<file path="config.mk">
export PLATFORM = sky130hd
export DESIGN_NAME = sar_adc_ctrl
export DESIGN_NICKNAME = d
export VERILOG_FILES = /design/src/rtl/sar_adc_ctrl.sv
export SDC_FILE = /design/constraint.sdc
export NUM_CORES = 1
export LEC_CHECK = 0
export BUFFER_PORTS_ARGS = -buffer_cell sky130_fd_sc_hd__buf_2
export CORE_AREA = 4 4 85 87
export CTS_CLUSTER_DIAMETER = 200
export DETAILED_ROUTE_END_ITERATION = 8
export DIE_AREA = 0 0 89 91
export PLACE_DENSITY = 0.77
export SLEW_MARGIN = 20
export SYNTH_ARGS = -nofsm -noshare
export SYNTH_HDL_FRONTEND = slang
export SYNTH_SLANG_ARGS = --single-unit
</file>
<file path="constraint.sdc">
create_clock -name clk_i -period 2.9 [get_ports clk_i]
set_clock_uncertainty 0.2 [all_clocks]
set_input_delay 0.58 -clock clk_i [delete_from_list [all_inputs] [get_ports clk_i]]
set_output_delay 0.58 -clock clk_i [all_outputs]
set_load 0.005 [all_outputs]
</file>
<file path="src/rtl/sar_adc_ctrl.sv">
// sar_adc_ctrl: successive-approximation ADC controller for the Pmod ADC front end.
//
// For each result bit the controller:
//   - builds a trial code,
//   - shifts it MSB-first into an external serial DAC shift register,
//   - latches it,
//   - waits for the comparator to settle,
//   - then keeps or clears the trial bit.
// The sample-and-hold tracks while idle and during acquisition, and holds from
// the first shifted bit until the result is published.
//
// Ports:
//   clk_i, reset_i   system clock, synchronous active-high reset
//   start_i          single-shot request (honoured only in IDLE)
//   cont_i           continuous mode (checked in IDLE and DONE)
//   sh_o             sample/hold, 1 = track, 0 = hold
//   ser_o            serial DAC data, MSB first
//   sclk_o           DAC shift clock (register shifts on rising edge)
//   lclk_o           DAC latch clock (register latches on rising edge)
//   comp_i           comparator, 1 = trial level <= input
//   busy_o           conversion in progress (ACQ through DONE)
//   result_o         last completed code
//   result_valid_o   result_o holds an unconsumed code
//   result_ready_i   consumer accept
//   overrun_o        one-cycle pulse when an unconsumed result is overwritten
//
// All pin-facing outputs come straight from flops, so the DAC and S/H lines
// never see decode glitches.

module sar_adc_ctrl #(
  parameter int unsigned WIDTH      = 14,
  parameter int unsigned SHREG_W    = 16,
  parameter int unsigned CLK_DIV    = 2,
  parameter int unsigned SETTLE_CYC = 4,
  parameter int unsigned ACQ_CYC    = 8
) (
  input  logic             clk_i,
  input  logic             reset_i,
  input  logic             start_i,
  input  logic             cont_i,
  output logic             sh_o,
  output logic             ser_o,
  output logic             sclk_o,
  output logic             lclk_o,
  input  logic             comp_i,
  output logic             busy_o,
  output logic [WIDTH-1:0] result_o,
  output logic             result_valid_o,
  input  logic             result_ready_i,
  output logic             overrun_o
);

  // One phase counter is shared by ACQ, the SClk half-periods, LATCH and
  // SETTLE, so it is sized for the longest of them.
  localparam int unsigned CNT_A   = (ACQ_CYC > CLK_DIV) ? ACQ_CYC : CLK_DIV;
  localparam int unsigned CNT_MAX = (CNT_A > SETTLE_CYC) ? CNT_A : SETTLE_CYC;
  localparam int unsigned CNT_W   = $clog2(CNT_MAX + 1);
  localparam int unsigned BIT_W   = (WIDTH > 1) ? $clog2(WIDTH) : 1;
  localparam int unsigned BC_W    = (SHREG_W > 1) ? $clog2(SHREG_W) : 1;

  localparam logic [CNT_W-1:0] ACQ_LAST    = CNT_W'(ACQ_CYC - 1);
  localparam logic [CNT_W-1:0] DIV_LAST    = CNT_W'(CLK_DIV - 1);
  localparam logic [CNT_W-1:0] SETTLE_LAST = CNT_W'((SETTLE_CYC > 0) ? SETTLE_CYC - 1 : 0);
  localparam logic [BC_W-1:0]  BC_LAST     = BC_W'(SHREG_W - 1);
  localparam logic [BIT_W-1:0] BIT_TOP     = BIT_W'(WIDTH - 1);

  localparam logic [2:0] ST_IDLE   = 3'd0;
  localparam logic [2:0] ST_ACQ    = 3'd1;
  localparam logic [2:0] ST_SHIFT  = 3'd2;
  localparam logic [2:0] ST_LATCH  = 3'd3;
  localparam logic [2:0] ST_SETTLE = 3'd4;
  localparam logic [2:0] ST_DECIDE = 3'd5;
  localparam logic [2:0] ST_DONE   = 3'd6;

  logic [2:0]         state_q,  state_d;
  logic [CNT_W-1:0]   cnt_q,    cnt_d;
  logic [BC_W-1:0]    bitcnt_q, bitcnt_d;
  logic [BIT_W-1:0]   bit_q,    bit_d;
  logic [WIDTH-1:0]   code_q,   code_d;
  logic [SHREG_W-1:0] shreg_q,  shreg_d;
  logic               sh_q,     sh_d;
  logic               sclk_q,   sclk_d;
  logic               lclk_q,   lclk_d;
  logic               busy_q,   busy_d;
  logic [WIDTH-1:0]   result_q, result_d;
  logic               valid_q,  valid_d;
  logic               ovr_q,    ovr_d;
  logic [WIDTH-1:0]   code_dec;

  // Trial word: decided bits plus the bit under test, left-aligned in the
  // external register with zero padding below.
  function automatic logic [SHREG_W-1:0] trial_word(input logic [WIDTH-1:0] code,
                                                    input logic [BIT_W-1:0] b);
    logic [SHREG_W-1:0] w;
    w = '0;
    w[SHREG_W-1 -: WIDTH] = code | (WIDTH'(1) << b);
    return w;
  endfunction

  always_comb begin
    state_d  = state_q;
    cnt_d    = cnt_q;
    bitcnt_d = bitcnt_q;
    bit_d    = bit_q;
    code_d   = code_q;
    shreg_d  = shreg_q;
    sh_d     = sh_q;
    sclk_d   = sclk_q;
    lclk_d   = lclk_q;
    busy_d   = busy_q;
    result_d = result_q;
    valid_d  = valid_q;
    ovr_d    = 1'b0;
    code_dec = comp_i ? (code_q | (WIDTH'(1) << bit_q)) : code_q;

    // Consumer accept; a DONE load in the same cycle overrides this below.
    if (valid_q && result_ready_i) begin
      valid_d = 1'b0;
    end

    case (state_q)
      ST_IDLE: begin
        sh_d = 1'b1;
        if (start_i || cont_i) begin
          state_d = ST_ACQ;
          busy_d  = 1'b1;
          cnt_d   = '0;
          code_d  = '0;
          bit_d   = BIT_TOP;
        end
      end

      ST_ACQ: begin
        if (cnt_q == ACQ_LAST) begin
          state_d  = ST_SHIFT;
          sh_d     = 1'b0;
          cnt_d    = '0;
          bitcnt_d = '0;
          sclk_d   = 1'b0;
          shreg_d  = trial_word(code_q, bit_q);
        end else begin
          cnt_d = cnt_q + CNT_W'(1);
        end
      end

      // Each bit is a low half then a high half of SClk. The register
      // advances together with the falling edge, so ser_o only changes while
      // SClk is low and stays stable across the rising edge. Shifting in
      // zeros leaves the register empty once the word is out, which returns
      // ser_o low outside SHIFT.
      ST_SHIFT: begin
        if (cnt_q == DIV_LAST) begin
          cnt_d = '0;
          if (!sclk_q) begin
            sclk_d = 1'b1;
          end else begin
            sclk_d  = 1'b0;
            shreg_d = shreg_q << 1;
            if (bitcnt_q == BC_LAST) begin
              bitcnt_d = '0;
              state_d  = ST_LATCH;
              lclk_d   = 1'b1;
            end else begin
              bitcnt_d = bitcnt_q + BC_W'(1);
            end
          end
        end else begin
          cnt_d = cnt_q + CNT_W'(1);
        end
      end

      ST_LATCH: begin
        if (cnt_q == DIV_LAST) begin
          cnt_d   = '0;
          lclk_d  = 1'b0;
          state_d = (SETTLE_CYC == 0) ? ST_DECIDE : ST_SETTLE;
        end else begin
          cnt_d = cnt_q + CNT_W'(1);
        end
      end

      ST_SETTLE: begin
        if (cnt_q == SETTLE_LAST) begin
          cnt_d   = '0;
          state_d = ST_DECIDE;
        end else begin
          cnt_d = cnt_q + CNT_W'(1);
        end
      end

      ST_DECIDE: begin
        code_d = code_dec;
        if (bit_q == '0) begin
          state_d = ST_DONE;
        end else begin
          state_d  = ST_SHIFT;
          bit_d    = bit_q - BIT_W'(1);
          cnt_d    = '0;
          bitcnt_d = '0;
          sclk_d   = 1'b0;
          shreg_d  = trial_word(code_dec, bit_q - BIT_W'(1));
        end
      end

      ST_DONE: begin
        result_d = code_q;
        valid_d  = 1'b1;
        ovr_d    = valid_q && !result_ready_i;
        sh_d     = 1'b1;
        cnt_d    = '0;
        if (cont_i) begin
          state_d = ST_ACQ;
          code_d  = '0;
          bit_d   = BIT_TOP;
        end else begin
          state_d = ST_IDLE;
          busy_d  = 1'b0;
        end
      end

      default: begin
        state_d = ST_IDLE;
        sh_d    = 1'b1;
        busy_d  = 1'b0;
        sclk_d  = 1'b0;
        lclk_d  = 1'b0;
        shreg_d = '0;
      end
    endcase
  end

  always_ff @(posedge clk_i) begin
    if (reset_i) begin
      state_q  <= ST_IDLE;
      cnt_q    <= '0;
      bitcnt_q <= '0;
      bit_q    <= '0;
      code_q   <= '0;
      shreg_q  <= '0;
      sh_q     <= 1'b1;
      sclk_q   <= 1'b0;
      lclk_q   <= 1'b0;
      busy_q   <= 1'b0;
      result_q <= '0;
      valid_q  <= 1'b0;
      ovr_q    <= 1'b0;
    end else begin
      state_q  <= state_d;
      cnt_q    <= cnt_d;
      bitcnt_q <= bitcnt_d;
      bit_q    <= bit_d;
      code_q   <= code_d;
      shreg_q  <= shreg_d;
      sh_q     <= sh_d;
      sclk_q   <= sclk_d;
      lclk_q   <= lclk_d;
      busy_q   <= busy_d;
      result_q <= result_d;
      valid_q  <= valid_d;
      ovr_q    <= ovr_d;
    end
  end

  assign sh_o           = sh_q;
  assign ser_o          = shreg_q[SHREG_W-1];
  assign sclk_o         = sclk_q;
  assign lclk_o         = lclk_q;
  assign busy_o         = busy_q;
  assign result_o       = result_q;
  assign result_valid_o = valid_q;
  assign overrun_o      = ovr_q;

endmodule

</file>
==> run summary, run 1 <==
clk_lat worst skew: 340 ps
Ys Warns: 0
Area Overhead vs Synth: 9.686%
DRT Pass-1 Iters: 5
first-pass GRT wire length: 14.87 mm
share of the synthesized area in the top cell type: 36.43%
final worst-path cycle share: 86.29%
layout cells sized above 1: 15.30%
startpoint types: flip-flop
HP Start: result_o[4]
hold path cells: 2
Worst Setup End Kind: flip-flop
Hold EP: result_o[4]
RSZ-0062 raised after global routing: no
Worst VDD drop: 0.4067 mV
via count: 3221
relative slew slack: 33.91%
TritonCTS clock tree: yes
Synth Cell Area: 3462 um2
cell family with most CP delay: compound AO/OA/AOI/OAI gates
synth top area cells: dfxtp_1, a21oi_1, a211oi_1
Min-Delay Path Class: flip-flop to flip-flop
ys flop type: dfxtp_1
multi-input logic area: 1929 um2
CP Buf/Inv Count: 0
drt via density: 6.254
Top Ports: 27
vias in the first global route: 2954
# diodes: 0
largest net degree at the start of global routing: 28
post-CTS setup buffers: 0
Die W: 89 um
Die ar.: 8099 um2
Max Cap Viol: 0
initial antenna violation count: 0
root buffer cell: clkbuf_8
final net count: 448
CTS sink count: 63
R2R Path End: code_q[13]
wire length per cell: 17.25 um
CTS buffer count: 9
DP Wirelength: 6.005 mm
Reg area: 1261 um2
die height: 91 um
R2R Setup Slk: 400 ps
f_max: 399.6 MHz
Worst-path clk slew: 70 ps
ratio of total power to cell area: 772.3 nW/um2
DRC Markers: 0
synthesized flop and latch total: 63
CP Data Required Time: 2880 ps
Reg2Reg Depth: 4
GPL Wtd Cong: 0.8803
critical path class: flip-flop to flip-flop
Gates resized, CTS repair: 0
CP peak stage delay: 770 ps
Async S/R FF share, synth: 0%
CTS Hold Bufs: 0
worst r2r src: state_q[1]
P_leak: 1.310 nW
number of enable flip-flop cells after synthesis: 0
Placed Cells incl. Taps: 500
Seq/Total Area, Yosys: 36.43%
average size of a mapped cell: 8.243 um2
final hold vios: 0
CP max FO: 22
slowest library cell on the worst path: o21ai_1
critical path arrival: 2480 ps
core area: 6350 um2
htree depth: 3
status: finished, final reports clean
Total GRT Usage: 23.07%
DRT antenna net count: 0
I/O Buffers: 26
post-synthesis cell count: 420
Final min period: 2502 ps
Longest Clk Path Bufs: 2
TNS Setup: 0 ps
row count: 29
max-slew violations: 0
CP Cell Sequence: nor2b_1, o21a_1, o21ai_1, a221oi_1
Yosys top cell by area: dfxtp_1
Initial Util: 54.52%
GR Overflow Total: 0
Mapped Nets: 434
Layout Cells excl Fill: 515
Routed WL: 8.883 mm
library cells used by synthesis: 60
final setup fails: 0
Worst Max-Slew Pin Slew: 984.7 ps
number of fillers in the final layout: 557
number of DRC markers in iteration 0: 305
==> where the power goes <==
| group | leakage [nW] | switching, mW | internal [mW] | total (mW) |
|---|---|---|---|---|
| clock | 0.0957 | 0.341 | 0.386 | 0.727 |
| combinational | 0.703 | 0.651 | 0.416 | 1.07 |
| sequential | 0.511 | 0.171 | 0.967 | 1.14 |
| total | 1.31 | 1.16 | 1.77 | 2.93 |
==> layout make-up <==
class / instances / area share [%]
timing repair buffer: 36 / 5.404
multi-input combinational: 290 / 50.81
tap: 77 / 2.537
clock buffer: 10 / 3.361
sequential: 63 / 33.21
inverter: 34 / 3.361
clock inverter: 5 / 1.318
==> worst min-delay path, cell delays in order, from the launching register on <==
cell	delay (ps)
dfxtp_1	310
nand2_1	50
a21oi_1	50
==> per-layer routing <==
layer	wire length, um	vias to the layer above	GRT usage (%)
li1	-	1579	-
met4	151	0	6.576
met2	3946	121	31.87
met5	0	-	0
met1	4120	1504	35.25
met3	664	17	5.701
==> through the flow <==
step	setup WS, ps	power, mW	utilization (%)	hold slack [ps]	instance area, um2
after CTS	373.8	2.912	59.80	252.6	3797
final	397.6	2.933	59.80	251.5	3797
after detailed placement	395.0	2.199	57.00	243.3	3620
after floorplan	763.0	1.966	-	244.6	3462
after global placement	386.7	2.178	57.00	240.4	3620
after global routing	181.5	3.113	59.80	271.0	3797
==> synthesized netlist by cell type, types with 2 or more instances <==
cell type and instances:
or3b_2 5, nand2_1 40, nor3_1 9, clkbuf_1 23, o211ai_1 2, or2b_1 2, or2_2 2, o21ai_0 8
and3b_1 2, nor3b_2 3, a221oi_1 15, a31oi_1 5, a2bb2oi_1 2, ha_1 8, nor2_1 12, nand2b_1 11
and3_1 3, o211a_1 2, buf_2 7, inv_1 33, o22ai_1 2, nand3b_1 12, mux2i_1 3, or4_1 2
a211oi_1 26, nor4_1 3, a21oi_1 43, nor3b_1 16, nand3_1 6, nand4_1 2, nor2b_1 5, o32ai_1 16
dfxtp_1 63
==> kinds of logic (layout without fill, tap and decap cells) <==
family	after synthesis	in the layout	synth area share, %
and+or+nand+nor	143	143	24.54
adders and majority gates	8	8	2.891
AOI/OAI and AO/OA	135	135	27.18
buffers and inverters	67	85	7.842
DFF	63	63	36.43
muxes	3	3	0.8674
xor gates and xnor gates	1	1	0.2530
==> placed cells by master, fill, tap and decap left out, types with 3 or more instances in the layout <==
cell type,n
nor3_1,9
o21ai_0,8
mux2i_1,3
a21oi_1,43
inv_1,33
o32ai_1,16
nand3b_1,12
or3b_2,5
a31oi_1,5
ha_1,8
nor3b_2,3
buf_2,26
a221oi_1,15
nor3b_1,16
and3_1,3
nor2_1,12
nand2b_1,11
dfxtp_1,63
nand3_1,6
clkbuf_8,9
a211oi_1,26
nor4_1,3
nand2_1,40
buf_4,10
clkinv_2,4
nor2b_1,5
==> worst max-delay path by stage <==
stage,start,slack [ps],endpoint,depth (start not counted)
finish,state_q[1],400,code_q[13],4
global route,state_q[1],180,shreg_q[13],4
CTS,state_q[1],370,code_q[13],4
detailed placement,state_q[1],390,code_q[13],4
global placement,cont_i,390,code_q[13],5
floorplan,bit_q[0],760,shreg_q[6],6
==> sequential cells by signal (all words and copies together), names as in the netlist <==
| signal | count |
|---|---|
| code_q | 14 |
| result_o | 14 |
| shreg_q | 14 |
| bit_q | 4 |
| bitcnt_q | 4 |
| cnt_q | 4 |
| state_q | 3 |
| busy_o | 1 |
| lclk_o | 1 |
| overrun_o | 1 |
| result_valid_o | 1 |
| sclk_o | 1 |
| sh_o | 1 |
Note: power is estimated with default switching activity, not from simulation.
==> run 2, diff against run 1 <==
CORE_AREA = 4 4 92 94   (was 4 4 85 87)
DIE_AREA = 0 0 96 98   (was 0 0 89 91)
PLACE_DENSITY = 0.68   (was 0.77)
==> run 2 against run 1 <==
Net effect: final cell count up 4.7%; via count down 1.8%; hold slack better by 1.2 ps; sequential share of layout area down 0.44 points; wire length down 1.1%.
==> run summary, run 2 (synthesis gave the netlist of run 1 again) <==
status: finished, final reports clean (unchanged)
CTS Hold Bufs: 0 (unchanged)
Finished Core Util: 50.33% (was 59.80%)
die height: 98 um (was 91 um)
most common cell after layout, fill and taps aside: dfxtp_1 (unchanged)
R2R Path End: code_q[13] (unchanged)
CP max FO: 22 (unchanged)
met3 usage in global routing: 4.700% (was 5.701%)
DRT Pass-1 Iters: 5 (unchanged)
root buffer cell: clkbuf_8 (unchanged)
row count: 32 (was 29)
relative slew slack: 34.45% (was 33.91%)
RSZ-0062 raised after global routing: no (unchanged)
vias in the first global route: 2869 (was 2954)
layout cells sized above 1: 15.10% (was 15.30%)
HP Start: result_o[8] (was result_o[4])
Reg area: 1261 um2 (unchanged)
TritonCTS clock tree: yes (unchanged)
htree depth: 3 (unchanged)
initial antenna violation count: 0 (unchanged)
final hold vios: 0 (unchanged)
final worst-path cycle share: 86.46% (was 86.29%)
Comb power frac: 34.8% (was 36.4%)
critical path arrival: 2490 ps (was 2480 ps)
DRT antenna net count: 0 (unchanged)
post-CTS setup buffers: 0 (unchanged)
f_max: 398.8 MHz (was 399.6 MHz)
TNS Setup: 0 ps (unchanged)
Top Usage Layer GRT: met1 (unchanged)
I/O Buffers: 26 (unchanged)
switching share of power: 38.91% (was 39.65%)
Initial Util: 45.27% (was 54.52%)
startpoint types: flip-flop (unchanged)
Min-Delay Path Class: flip-flop to flip-flop (unchanged)
critical path class: flip-flop to flip-flop (unchanged)
Placed Cells incl. Taps: 523 (was 500)
Die W: 96 um (was 89 um)
Top Ports: 27 (unchanged)
final setup fails: 0 (unchanged)
worst r2r src: state_q[1] (unchanged)
clk_lat worst skew: 350 ps (was 340 ps)
multi-input logic area: 1929 um2 (unchanged)
Longest Clk Path Bufs: 2 (unchanged)
Worst Max-Slew Pin Slew: 976.7 ps (was 984.7 ps)
drt via density: 5.868 (was 6.254)
Pint: 1.863 mW (was 1.770 mW)
GPL Wtd Cong: 0.8432 (was 0.8803)
Routed WL: 8.785 mm (was 8.883 mm)
Final min period: 2507 ps (was 2502 ps)
CTS buffer count: 9 (unchanged)
core area: 7647 um2 (was 6350 um2)
Flop pwr share: 37.5% (was 38.8%)
wire length per cell: 16.30 um (was 17.25 um)
number of DRC markers in iteration 0: 254 (was 305)
# diodes: 0 (unchanged)
met1 track demand over resource: 29.45% (was 35.25%)
Reg2Reg Depth: 4 (unchanged)
ratio of total power to cell area: 792.5 nW/um2 (was 772.3 nW/um2)
Die ar.: 9408 um2 (was 8099 um2)
Max Cap Viol: 0 (unchanged)
Clk pwr share: 27.7% (was 24.8%)
DRC Markers: 0 (unchanged)
largest net degree at the start of global routing: 37 (was 28)
CP Data Required Time: 2880 ps (about the same)
Worst VDD drop: 0.2478 mV (was 0.4067 mV)
Worst-path clk slew: 70 ps (about the same)
hold path cells: 2 (unchanged)
max-slew violations: 0 (unchanged)
P_leak: 1.307 nW (was 1.310 nW)
first-pass GRT wire length: 14.49 mm (was 14.87 mm)
Layout Cells excl Fill: 539 (was 515)
CTS sink count: 63 (unchanged)
final net count: 446 (was 448)
Total GRT Usage: 19.58% (was 23.07%)
GR Overflow Total: 0 (unchanged)
most frequent cells in the layout: dfxtp_1, a21oi_1, nand2_1 (unchanged)
Gates resized, CTS repair: 0 (unchanged)
R2R Setup Slk: 390 ps (was 400 ps)
GR Layer Usage met2: 27.30% (was 31.87%)
Area Overhead vs Synth: 11.17% (was 9.686%)
via count: 3163 (was 3221)
Pwr Total: 3.050 mW (was 2.933 mW)
Hold EP: result_o[8] (was result_o[4])
Worst Setup End Kind: flip-flop (unchanged)
P_sw: 1.187 mW (was 1.163 mW)
DP Wirelength: 5.953 mm (was 6.005 mm)
number of fillers in the final layout: 770 (was 557)
-- run 2: cell types whose count changed in the layout (fill, tap and decap cells not counted) --
| cell | before | now |
|---|---|---|
| buf_4 | 10 | 8 |
| bufinv_16 | 1 | 2 |
| clkinvlp_4 | 0 | 2 |
| clkinv_2 | 4 | 2 |
-- run 2: worst max path at each step --
| stage | start | end | slack [ps] | cells after the start |
|---|---|---|---|---|
| after floorplan | bit_q[0] | shreg_q[6] | 760 | 6 |
| after global placement | cont_i | code_q[12] | 460 | 5 |
| after detailed placement | cont_i | code_q[13] | 410 | 5 |
| after CTS | state_q[1] | code_q[13] | 380 | 4 |
| after global routing | state_q[1] | shreg_q[6] | 120 | 4 |
| final | state_q[1] | code_q[13] | 390 | 4 |
-- run 2: metrics by stage --
stage	hold WS [ps]	cell area [um2]	setup slack, ps
2_1_floorplan	244.6	3462	763.0
3_3_place_gp	239.9	3636	457.1
3_5_place_dp	244.4	3636	406.3
4_1_cts	255.1	3849	381.9
5_1_grt	275.1	3849	120.2
6_report	252.7	3849	392.6
-- run 2: metal layers --
metal | part of all wire [%] | vias to the layer above
met5 | 0 | -
met4 | 1.3 | 0
met3 | 6.1 | 12
met2 | 44 | 97
met1 | 49 | 1476
li1 | - | 1578
-- run 2: power by group through the flow --
stage,Combinational (mW),Sequential (mW),Clock (mW)
floorplan,0.918,1.05,0
global placement,1.04,1.15,0
detailed placement,1.05,1.16,0
CTS,1.06,1.14,0.859
global route,1.17,1.16,0.902
finish,1.06,1.14,0.844
-- run 2: final cells by class --
class,count,share of cell area [%]
timing repair buffer,34,4.941
clock inverter,6,2.211
clock buffer,10,3.316
tap,102,3.316
sequential,63,32.77
multi-input combinational,290,50.13
inverter,34,3.316
-- run 2: worst max-delay path, cell delays in order, from the launching register on --
cell      delay, ps
dfxtp_1         720
nor2b_1         160
o21a_1          260
o21ai_1         770
a221oi_1        230
==> run 3, diff against run 2 <==
SETUP_SLACK_MARGIN = 0.4   (was not set)
==> run 3 against run 2 <==
Net effect: clock power about the same; non-clock buffer count did not move; fmax grew 6.3%; combinational power about the same; largest cell class unchanged; highest routed layer unchanged.
==> run summary, run 3 (synthesis gave the netlist of run 1 again) <==
status: finished, final reports clean (unchanged)
CP max FO: 7 (was 22)
Finished Core Util: 50.72% (was 50.33%)
final hold vios: 0 (unchanged)
core area: 7647 um2 (unchanged)
TNS Setup: 0 ps (unchanged)
Pint: 1.877 mW (was 1.863 mW)
root buffer cell: clkbuf_8 (unchanged)
slowest library cell on the worst path: or3b_2 (was o21ai_1)
multi-input logic area: 1958 um2 (was 1929 um2)
htree depth: 3 (unchanged)
most frequent cells in the layout: dfxtp_1, a21oi_1, nand2_1 (unchanged)
CP Buf/Inv Count: 1 (was 0)
# diodes: 0 (unchanged)
most common cell after layout, fill and taps aside: dfxtp_1 (unchanged)
max-slew violations: 0 (unchanged)
number of fillers in the final layout: 765 (was 770)
Total GRT Usage: 19.61% (was 19.58%)
GPL Wtd Cong: 0.8432 (unchanged)
relative slew slack: 52.63% (was 34.45%)
Longest Clk Path Bufs: 2 (unchanged)
Die ar.: 9408 um2 (unchanged)
Layout Cells excl Fill: 539 (unchanged)
ratio of total power to cell area: 793.9 nW/um2 (was 792.5 nW/um2)
switching share of power: 39.03% (was 38.91%)
f_max: 423.8 MHz (was 398.8 MHz)
critical path arrival: 2420 ps (was 2490 ps)
Worst VDD drop: 0.2567 mV (was 0.2478 mV)
initial antenna violation count: 0 (unchanged)
drt via density: 5.850 (was 5.868)
Max Cap Viol: 0 (unchanged)
Final min period: 2360 ps (was 2507 ps)
vias in the first global route: 2878 (was 2869)
P_leak: 1.317 nW (was 1.307 nW)
Flop pwr share: 37.2% (was 37.5%)
Comb power frac: 35.4% (was 34.8%)
row count: 32 (unchanged)
CP Cell Sequence: inv_1, ha_1, or3b_2, a211oi_1, a221oi_1, o32ai_1 (was nor2b_1, o21a_1, o21ai_1, a221oi_1)
P_sw: 1.202 mW (was 1.187 mW)
wire length per cell: 16.50 um (was 16.30 um)
first-pass GRT wire length: 14.52 mm (was 14.49 mm)
Die W: 96 um (unchanged)
Top Ports: 27 (unchanged)
final net count: 446 (unchanged)
Worst Setup End Kind: flip-flop (unchanged)
Initial Util: 45.27% (unchanged)
GR Overflow Total: 0 (unchanged)
Area Overhead vs Synth: 12.03% (was 11.17%)
I/O Buffers: 26 (unchanged)
Worst-path clk slew: 70 ps (about the same)
CTS buffer count: 9 (unchanged)
cell family with most CP delay: compound AO/OA/AOI/OAI gates (unchanged)
Routed WL: 8.893 mm (was 8.785 mm)
DRT antenna net count: 0 (unchanged)
number of DRC markers in iteration 0: 295 (was 254)
final worst-path cycle share: 81.36% (was 86.46%)
DP Wirelength: 5.953 mm (unchanged)
final setup fails: 0 (unchanged)
largest net degree at the start of global routing: 37 (unchanged)
CP Data Required Time: 2960 ps (was 2880 ps)
Hold WS: 252.7 ps (about the same)
clk_lat worst skew: 350 ps (about the same)
TritonCTS clock tree: yes (unchanged)
Worst Max-Slew Pin Slew: 704.1 ps (was 976.7 ps)
Placed Cells incl. Taps: 523 (unchanged)
DRT Pass-1 Iters: 5 (unchanged)
Min-Delay Path Class: flip-flop to flip-flop (unchanged)
RSZ-0062 raised after global routing: yes (was no)
via count: 3153 (was 3163)
startpoint types: flip-flop (unchanged)
post-CTS setup buffers: 0 (unchanged)
Clk pwr share: 27.4% (was 27.7%)
CP peak stage delay: 500 ps (was 770 ps)
CTS sink count: 63 (unchanged)
Reg area: 1262 um2 (was 1261 um2)
critical path class: flip-flop to flip-flop (unchanged)
layout cells sized above 1: 16.25% (was 15.10%)
DRC Markers: 0 (unchanged)
die height: 98 um (unchanged)
[run 3: final timing paths]
path | slack (ps) | startpoint | cells after the start | endpoint
worst max-delay path | 540 | bit_q[0] | 6 | shreg_q[4]
worst min-delay path | 250 | result_o[8] | 2 | result_o[8]
worst max register to register | 540 | bit_q[0] | 6 | shreg_q[4]
worst min register to register | 250 | result_o[8] | 2 | result_o[8]
[run 3: stage by stage]
step | power (mW) | setup slack [ps] | cell area (um2)
5_1_grt | 3.266 | 381.9 | 3879
3_3_place_gp | 2.190 | 457.1 | 3636
3_5_place_dp | 2.208 | 406.3 | 3636
4_1_cts | 3.059 | 495.1 | 3854
2_1_floorplan | 1.966 | 763.0 | 3462
6_report | 3.079 | 540.5 | 3879
[run 3: repair_timing]
| action | 4_1_cts | 5_1_grt |
|---|---|---|
| endpoints found under the setup margin | 2 | 15 |
| pin swaps | 0 | 0 |
| cloned | 0 | 0 |
| resized for setup | 2 | 4 |
| hold buffers | 0 | 0 |
[run 3: per-layer routing]
metal | up-vias | wire length (um) | global-route usage (%)
met4 | 0 | 103 | 5.908
li1 | 1586 | - | -
met2 | 93 | 3937 | 27.40
met3 | 12 | 478 | 4.700
met5 | - | 0 | 0
met1 | 1462 | 4372 | 29.45
[run 3: cell type report]
| cell class | count | share of cell area, % |
|---|---|---|
| clock buffer | 10 | 3.290 |
| sequential | 63 | 32.55 |
| tap | 102 | 3.290 |
| multi-input combinational | 290 | 50.48 |
| inverter | 34 | 3.290 |
| timing repair buffer | 34 | 4.903 |
| clock inverter | 6 | 2.194 |
[run 3: worst min-delay path, cell delays in order (launching register included)]
cell     delay (ps)
dfxtp_1         310
nand2_1          50
a21oi_1          50
[run 3: power groups by stage]
| stage | combinational, mW | clock [mW] | sequential [mW] |
|---|---|---|---|
| after floorplan | 0.918 | 0 | 1.05 |
| after CTS | 1.06 | 0.859 | 1.14 |
| after global routing | 1.20 | 0.902 | 1.16 |
| after detailed placement | 1.05 | 0 | 1.16 |
| final | 1.09 | 0.844 | 1.15 |
| after global placement | 1.04 | 0 | 1.15 |
